===== config.mk =====
export PLATFORM = sky130hd
export DESIGN_NAME = sel_controller
export DESIGN_NICKNAME = d
export VERILOG_FILES = /design/src/rtl/btn_debounce.sv /design/src/rtl/sel_controller.sv
export SDC_FILE = /design/constraint.sdc
export NUM_CORES = 1
export LEC_CHECK = 0
export ABC_AREA = 0
export BUFFER_PORTS_ARGS = -buffer_cell sky130_fd_sc_hd__clkbuf_2
export CAP_MARGIN = 20
export CORE_UTILIZATION = 60
export CTS_CLUSTER_SIZE = 20
export DETAILED_ROUTE_END_ITERATION = 12
export PLACE_DENSITY = 0.84
export SYNTH_ARGS = -nofsm -noshare
export SYNTH_HDL_FRONTEND = slang
export SYNTH_SLANG_ARGS = --single-unit

===== constraint.sdc =====
create_clock -name CLK -period 5.3 [get_ports CLK]
set_input_delay 0 -clock CLK [delete_from_list [all_inputs] [get_ports CLK]]
set_output_delay 0 -clock CLK [all_outputs]
set_load 0.02 [all_outputs]

===== src/rtl/btn_debounce.sv =====
// btn_debounce: two-flop synchronizer, counting debouncer and press (debounced rising edge) detect
module btn_debounce #(
  parameter int DEBOUNCE_CYCLES = 500000
) (
  input  logic CLK,
  input  logic RST_N,
  input  logic BTN,
  output logic PRESS
);
  localparam int W = $clog2(DEBOUNCE_CYCLES);
  localparam logic [W-1:0] LAST = W'(DEBOUNCE_CYCLES - 1);
  logic s1, s2, deb, deb_q;
  logic [W-1:0] cnt;
  always_ff @(posedge CLK or negedge RST_N)
    if (!RST_N) begin
      s1 <= 1'b0;
      s2 <= 1'b0;
      deb <= 1'b0;
      deb_q <= 1'b0;
      cnt <= '0;
    end else begin
      s1 <= BTN;
      s2 <= s1;
      deb_q <= deb;
      if (s2 == deb) cnt <= '0;
      else if (cnt == LAST) begin
        deb <= s2;
        cnt <= '0;
      end else cnt <= cnt + 1'b1;
    end
  assign PRESS = deb & ~deb_q;
endmodule


===== src/rtl/sel_controller.sv =====
// sel_controller: manual/auto 2:1 select controller driven by two debounced push buttons
module sel_controller #(
  parameter int DEBOUNCE_CYCLES = 500000,
  parameter int AUTO_PERIOD = 25000000
) (
  input  logic CLK,
  input  logic RST_N,
  input  logic BTN_TOGGLE,
  input  logic BTN_AUTO,
  output logic SEL,
  output logic AUTO_ACTIVE,
  output logic SEL_CHANGED
);
  localparam logic MANUAL = 1'b0;
  localparam logic AUTO = 1'b1;
  localparam int W = $clog2(AUTO_PERIOD);
  localparam logic [W-1:0] TC = W'(AUTO_PERIOD - 1);
  logic tog, aut, tc, flip, state, state_nx;
  logic [W-1:0] pcnt;
  btn_debounce #(.DEBOUNCE_CYCLES(DEBOUNCE_CYCLES)) u_tog (.CLK(CLK), .RST_N(RST_N), .BTN(BTN_TOGGLE), .PRESS(tog));
  btn_debounce #(.DEBOUNCE_CYCLES(DEBOUNCE_CYCLES)) u_aut (.CLK(CLK), .RST_N(RST_N), .BTN(BTN_AUTO), .PRESS(aut));
  // leaving AUTO holds SEL, so a terminal count coinciding with the exit press is dropped
  assign tc = (state == AUTO) && (pcnt == TC);
  assign flip = tog | (tc & ~aut);
  assign state_nx = aut ? ~state : state;
  always_ff @(posedge CLK or negedge RST_N)
    if (!RST_N) begin
      state <= MANUAL;
      pcnt <= '0;
      SEL <= 1'b0;
      AUTO_ACTIVE <= 1'b0;
      SEL_CHANGED <= 1'b0;
    end else begin
      state <= state_nx;
      AUTO_ACTIVE <= state_nx == AUTO;
      SEL <= SEL ^ flip;
      SEL_CHANGED <= flip;
      pcnt <= (state_nx == MANUAL || tog || aut || tc) ? '0 : pcnt + 1'b1;
    end
endmodule


== Word-level counts from Yosys, hierarchy flattened ==
Index checks and enable logic that the tools add are counted.
Cells by class
  add/subtract/negate cells: 3
  eq/ne operators: 5
  mux-type cells: 6
  bitwise operators: 12
  reduce and logical (&&, ||, !) cells: 6
Operators with widths (count)
  19-bit 2-to-1 mux: 4
  19-bit by 1-bit adder with 19-bit output, second input constant: 2
  19-bit equality test, second input constant: 2
  25-bit by 1-bit adder with 25-bit output, second input constant: 1
  25-bit equality test, second input constant: 1
  25-bit 2-to-1 mux: 1
  1-bit inverter: 7
  2-bit AND reduction: 2
  1-bit AND: 3
  1-bit logical OR: 3
  1-bit equality test: 2
  1-bit logical AND: 1
  1-bit 2-to-1 mux: 1
  1-bit bitwise OR: 1
  1-bit bitwise XOR: 1
Storage, ports and cells
  register bits after elaboration: 74
  output and inout bits: 3
  logic and storage cells: 46

== Longest topological paths before layout ==
  depth in word-level cells: 8
  gate-level depth with buffers: 7

== Hierarchy ==
Synthesis repeated with hierarchy kept, for this count alone.
Unflattened totals
  cells, all modules: 357
  area total of the unflattened synthesis: 3687.3 sq um
By module, submodules not included
  btn_debounce: instances 2, cells an instance 107, area an instance 1111.1 sq um
  sel_controller: instances 1, cells an instance 143, area an instance 1465.2 sq um

== Worst setup path after synthesis ==
OpenSTA, ideal clock, no wires.
  path kind: reg-to-reg
  start: reg pcnt[0]
  end: reg pcnt[7]
  arrival time: 1796 ps
  data required time: 5163 ps
  slack: 3366 ps
  stages on the path, launching flop included: 8
  period minus slack after synthesis: 1934 ps
  cells stage by stage: dfrtp_1 ha_1 and3_1 buf_2 nand3_1 nor4_2 clkbuf_1 nor3_1
On the way
  word-level cells in the longest chain between the ends: 4
Ends and longest elaborated chain
  from (decl): line sel_controller.sv:19  | logic [W-1:0] pcnt;
  from (signal assigned): line sel_controller.sv:38  | pcnt <= (state_nx == MANUAL || tog || aut || tc) ? '0 : pcnt + 1'b1;
  branches (longest 3 deep; another with 25-bit by 1-bit adder with 25-bit output)
  25-bit 2-to-1 mux *: line sel_controller.sv:38
Every way passes the cells marked *.
A chain may end at the register's enable or synchronous reset.

== Worst setup path in the final report ==
  start: reg u_tog.cnt[0]
  end: reg u_tog.cnt[5]
On the way
  word-level cells in the longest chain between the ends: 3
Ends and longest elaborated chain
  from (decl): line btn_debounce.sv:13  | logic [W-1:0] cnt;
  from (signal assigned): line btn_debounce.sv:29  | end else cnt <= cnt + 1'b1;
  19-bit by 1-bit adder with 19-bit output / 19-bit equality test (equally long branches): line btn_debounce.sv:29, btn_debounce.sv:26
  19-bit 2-to-1 mux *: line btn_debounce.sv:26  | else if (cnt == LAST) begin
  19-bit 2-to-1 mux *: line btn_debounce.sv:25  | if (s2 == deb) cnt <= '0;
Mark *: on every way between the ends. The rest lies on a longest branch, timed or not.

==> results by group <==
GRT
  – GRT Resource Usage Total: 24.96%
  – Largest net degree at the start of global routing: 75
  – First-pass GRT wire length: 12280 µm
  – Vias in the first global route: 2688
  – Initial antenna violation count: 0
  – GR Overflow Total: 0

Critical path
  – WP data arrival: 2.46 ns
  – Startpoint types: register
  – Crit end category: register
  – CP Max Fanout: 18
  – CP Class: reg2reg
  – Critical path required time: 5.49 ns

Timing
  – Least-Margin Pin Slew: 0.9719 ns
  – Max-slew violations: 0
  – Fmax: 440.9 MHz
  – Tcrit/Tclk final: 42.80%
  – Min Tclk post-route: 2.268 ns
  – Hold WS: 0.3047 ns
  – Final hold vios: 0
  – Fin Setup TNS: 0 ns
  – Clk_skew: 0.01269 ns
  – Relative slew slack: 34.98%
  – RSZ-0062 raised after global routing: no
  – Final setup viols: 0

Floorplan
  – Total core area: 5921 µm²
  – Die Y: 80.36 µm
  – # rows: 28
  – IO Pins: 7
  – Die Wd: 80.36 µm
  – Initial core utilization: 62.21%
  – Die ar.: 6457 µm²

Job
  – Max_cap viols: 0

Drt
  – Wire per inst: 15.50 µm
  – Total routed wirelength: 7083 µm
  – DR pass1 iterations: 4
  – DR iter-0 viols: 177
  – Remaining antenna violation count after routing: 0
  – Via Count: 2831
  – Drt drc: 0
  – Via/cell ratio: 6.195

Clocking
  – CTS buffer count: 9
  – CTS Sinks: 74
  – Reg clk slew, reported paths: 0.07 ns
  – CTS Buffer Depth: 2
  – Post-CTS Resized: 0
  – Root buffer cell: clkbuf_8
  – Clock Latency Late Sink: 0.35 ns
  – Depth of the CTS H-tree: 3
  – CTS tree: yes

Pwr
  – Sw Share: 21.25%
  – Combinational share of power: 2.5%
  – Psw: 230.3 µW
  – Peak supply drop: 0.1811 mV
  – Reg power frac: 53.0%
  – P_int: 853.4 µW
  – Power density over the cells: 268.8 nW/µm²
  – Clk pwr share: 44.5%
  – Pleak: 1.570 nW

Finish
  – ANT cells: 0
  – Largest registers: pcnt: 25 flops, u_aut.cnt: 19 flops, u_tog.cnt: 19 flops
  – Area delta synth->final: 9.443%
  – Layout cells sized above 1: 8.377%
  – Largest reg by FF count: pcnt
  – Nets: 384
  – Max reg flops: 25

Yosys
  – Number of synthesized register bits: 74
  – Post-Syn Instances: 367
  – Mean Syn Cell Area: 10.04 µm²
  – Sequential area share after synthesis: 50.27%
  – Yosys cell types: 42
  – Syn Nets: 374
  – Yosys warns: 0
  – Largest area contributor in the netlist: dfrtp_1
  – Top-area cell type share of the netlist area: 50.27%
  – Leading post-synthesis cells by cell area: dfrtp_1, xnor2_1, nand3_1, nor2_1, xor2_1
  – Mapped Area: 3684 µm²

Place
  – Dpl hpwl: 4651 µm
  – PortBufs: 6
  – Final RePlAce weighted congestion: 0.8497

Hold path
  – Hold Path Class: in2reg

Outcome
  – Outcome: finished clean
critical path, cell delays in order, from the launching register on:
cell     delay [ns]
dfrtp_1        0.39
ha_1           0.24
nand4_1        0.34
o41ai_4        1.02
nor2_1         0.12
cell usage after synthesis, drive strengths merged:
cell type  instances
dfrtp             74
nor2              35
nand3             30
xnor2             25
nand2             19
nor3              19
nand4             16
xor2              15
o21ai             14
or3               14
a21oi             12
nor4              12
or4               12
and4              10
a211oi             8
inv                8
o31ai              8
clkbuf             7
and2               4
buf                4
ha                 3
nand2b             3
nor4b              3
and3               2
mux2               2
a21o               1
a221oi             1
nand3b             1
nand4b             1
nor2b              1
nor3b              1
o41ai              1
or4b               1
cells by family after synthesis:
logic type,Yosys count,share of synthesized area [%]
AND/OR/NAND/NOR,184,28.16
flip-flops,74,50.27
AO/OA/AOI/OAI,45,8.220
XOR/XNOR,40,9.511
buffers and inverters,19,2.208
adder cells (fa/ha/maj),3,1.019
multiplexers,2,0.6114
worst paths after layout:
kind / slack (ns) / endpoint / cells after the start / from
worst min register to register: 0.35 / u_tog.s2 / 0 / u_tog.s1
max in group asynchronous: 4.38 / u_aut.cnt[2] / 2 / RST_N
worst max register to register: 3.03 / u_tog.cnt[5] / 4 / u_tog.cnt[0]
worst min-delay path: 0.30 / u_aut.s1 / 2 / BTN_AUTO
worst max-delay path: 3.03 / u_tog.cnt[5] / 4 / u_tog.cnt[0]
min in group asynchronous: 0.31 / u_tog.cnt[15] / 2 / RST_N
per-stage QoR:
stage / instances / worst slack, ns / area [µm²] / power (mW) / utilization, %
after global placement: 437 / 2.918 / 3767 / 0.6106 / 63.63
final: 457 / 3.032 / 4031 / 1.084 / 68.09
after CTS: 457 / 3.041 / 4031 / 1.092 / 68.09
after global routing: 457 / 2.875 / 4031 / 1.117 / 68.09
after floorplan: 367 / 3.366 / 3684 / 0.5959 / -
after detailed placement: 438 / 3.049 / 3782 / 0.6117 / 63.88
layout by cell type (no fill, tap or decap), types with 11 or more instances in the layout:
cell and count:
nor4_1 11, xnor2_1 25, a21oi_1 12, o21ai_0 13, nor2_1 35, xor2_1 15
or3_1 14, nand2_1 19, nand4_1 15, nor3_1 19, dfrtp_1 74, nand3_1 29
final cells by class:
| type | count | area [µm²] |
|---|---|---|
| repair buffers | 10 | 77.57 |
| flip-flops and latches | 74 | 1852 |
| clock inverters | 5 | 77.57 |
| inverters | 8 | 30.03 |
| clock buffers | 11 | 141.4 |
| multi-input cells | 274 | 1759 |
| fillers | 447 | 1889 |
| well taps | 75 | 93.84 |
routing by layer:
| metal | global-route usage (%) | share of wire [%] | vias up |
|---|---|---|---|
| li1 | - | - | 1370 |
| met1 | 34.13 | 48 | 1405 |
| met2 | 38.64 | 47 | 45 |
| met3 | 4.318 | 2.8 | 11 |
| met4 | 11.61 | 1.8 | 0 |
| met5 | 0 | 0 | - |
power groups by stage:
stage	combinational, mW	sequential, mW	clock [mW]
after floorplan	0.0116	0.584	0
after global placement	0.0258	0.585	0
after detailed placement	0.0265	0.585	0
after CTS	0.0284	0.574	0.490
after global routing	0.0322	0.575	0.510
final	0.0272	0.574	0.482
what timing repair did:
item / CTS / global route
endpoints found under the setup margin: 0 / 0
endpoints found under the hold margin: 76 / 0
buffers inserted: 0 / 0
hold buffers: 3 / 0
No activity file was read; power rests on OpenSTA's default activity.
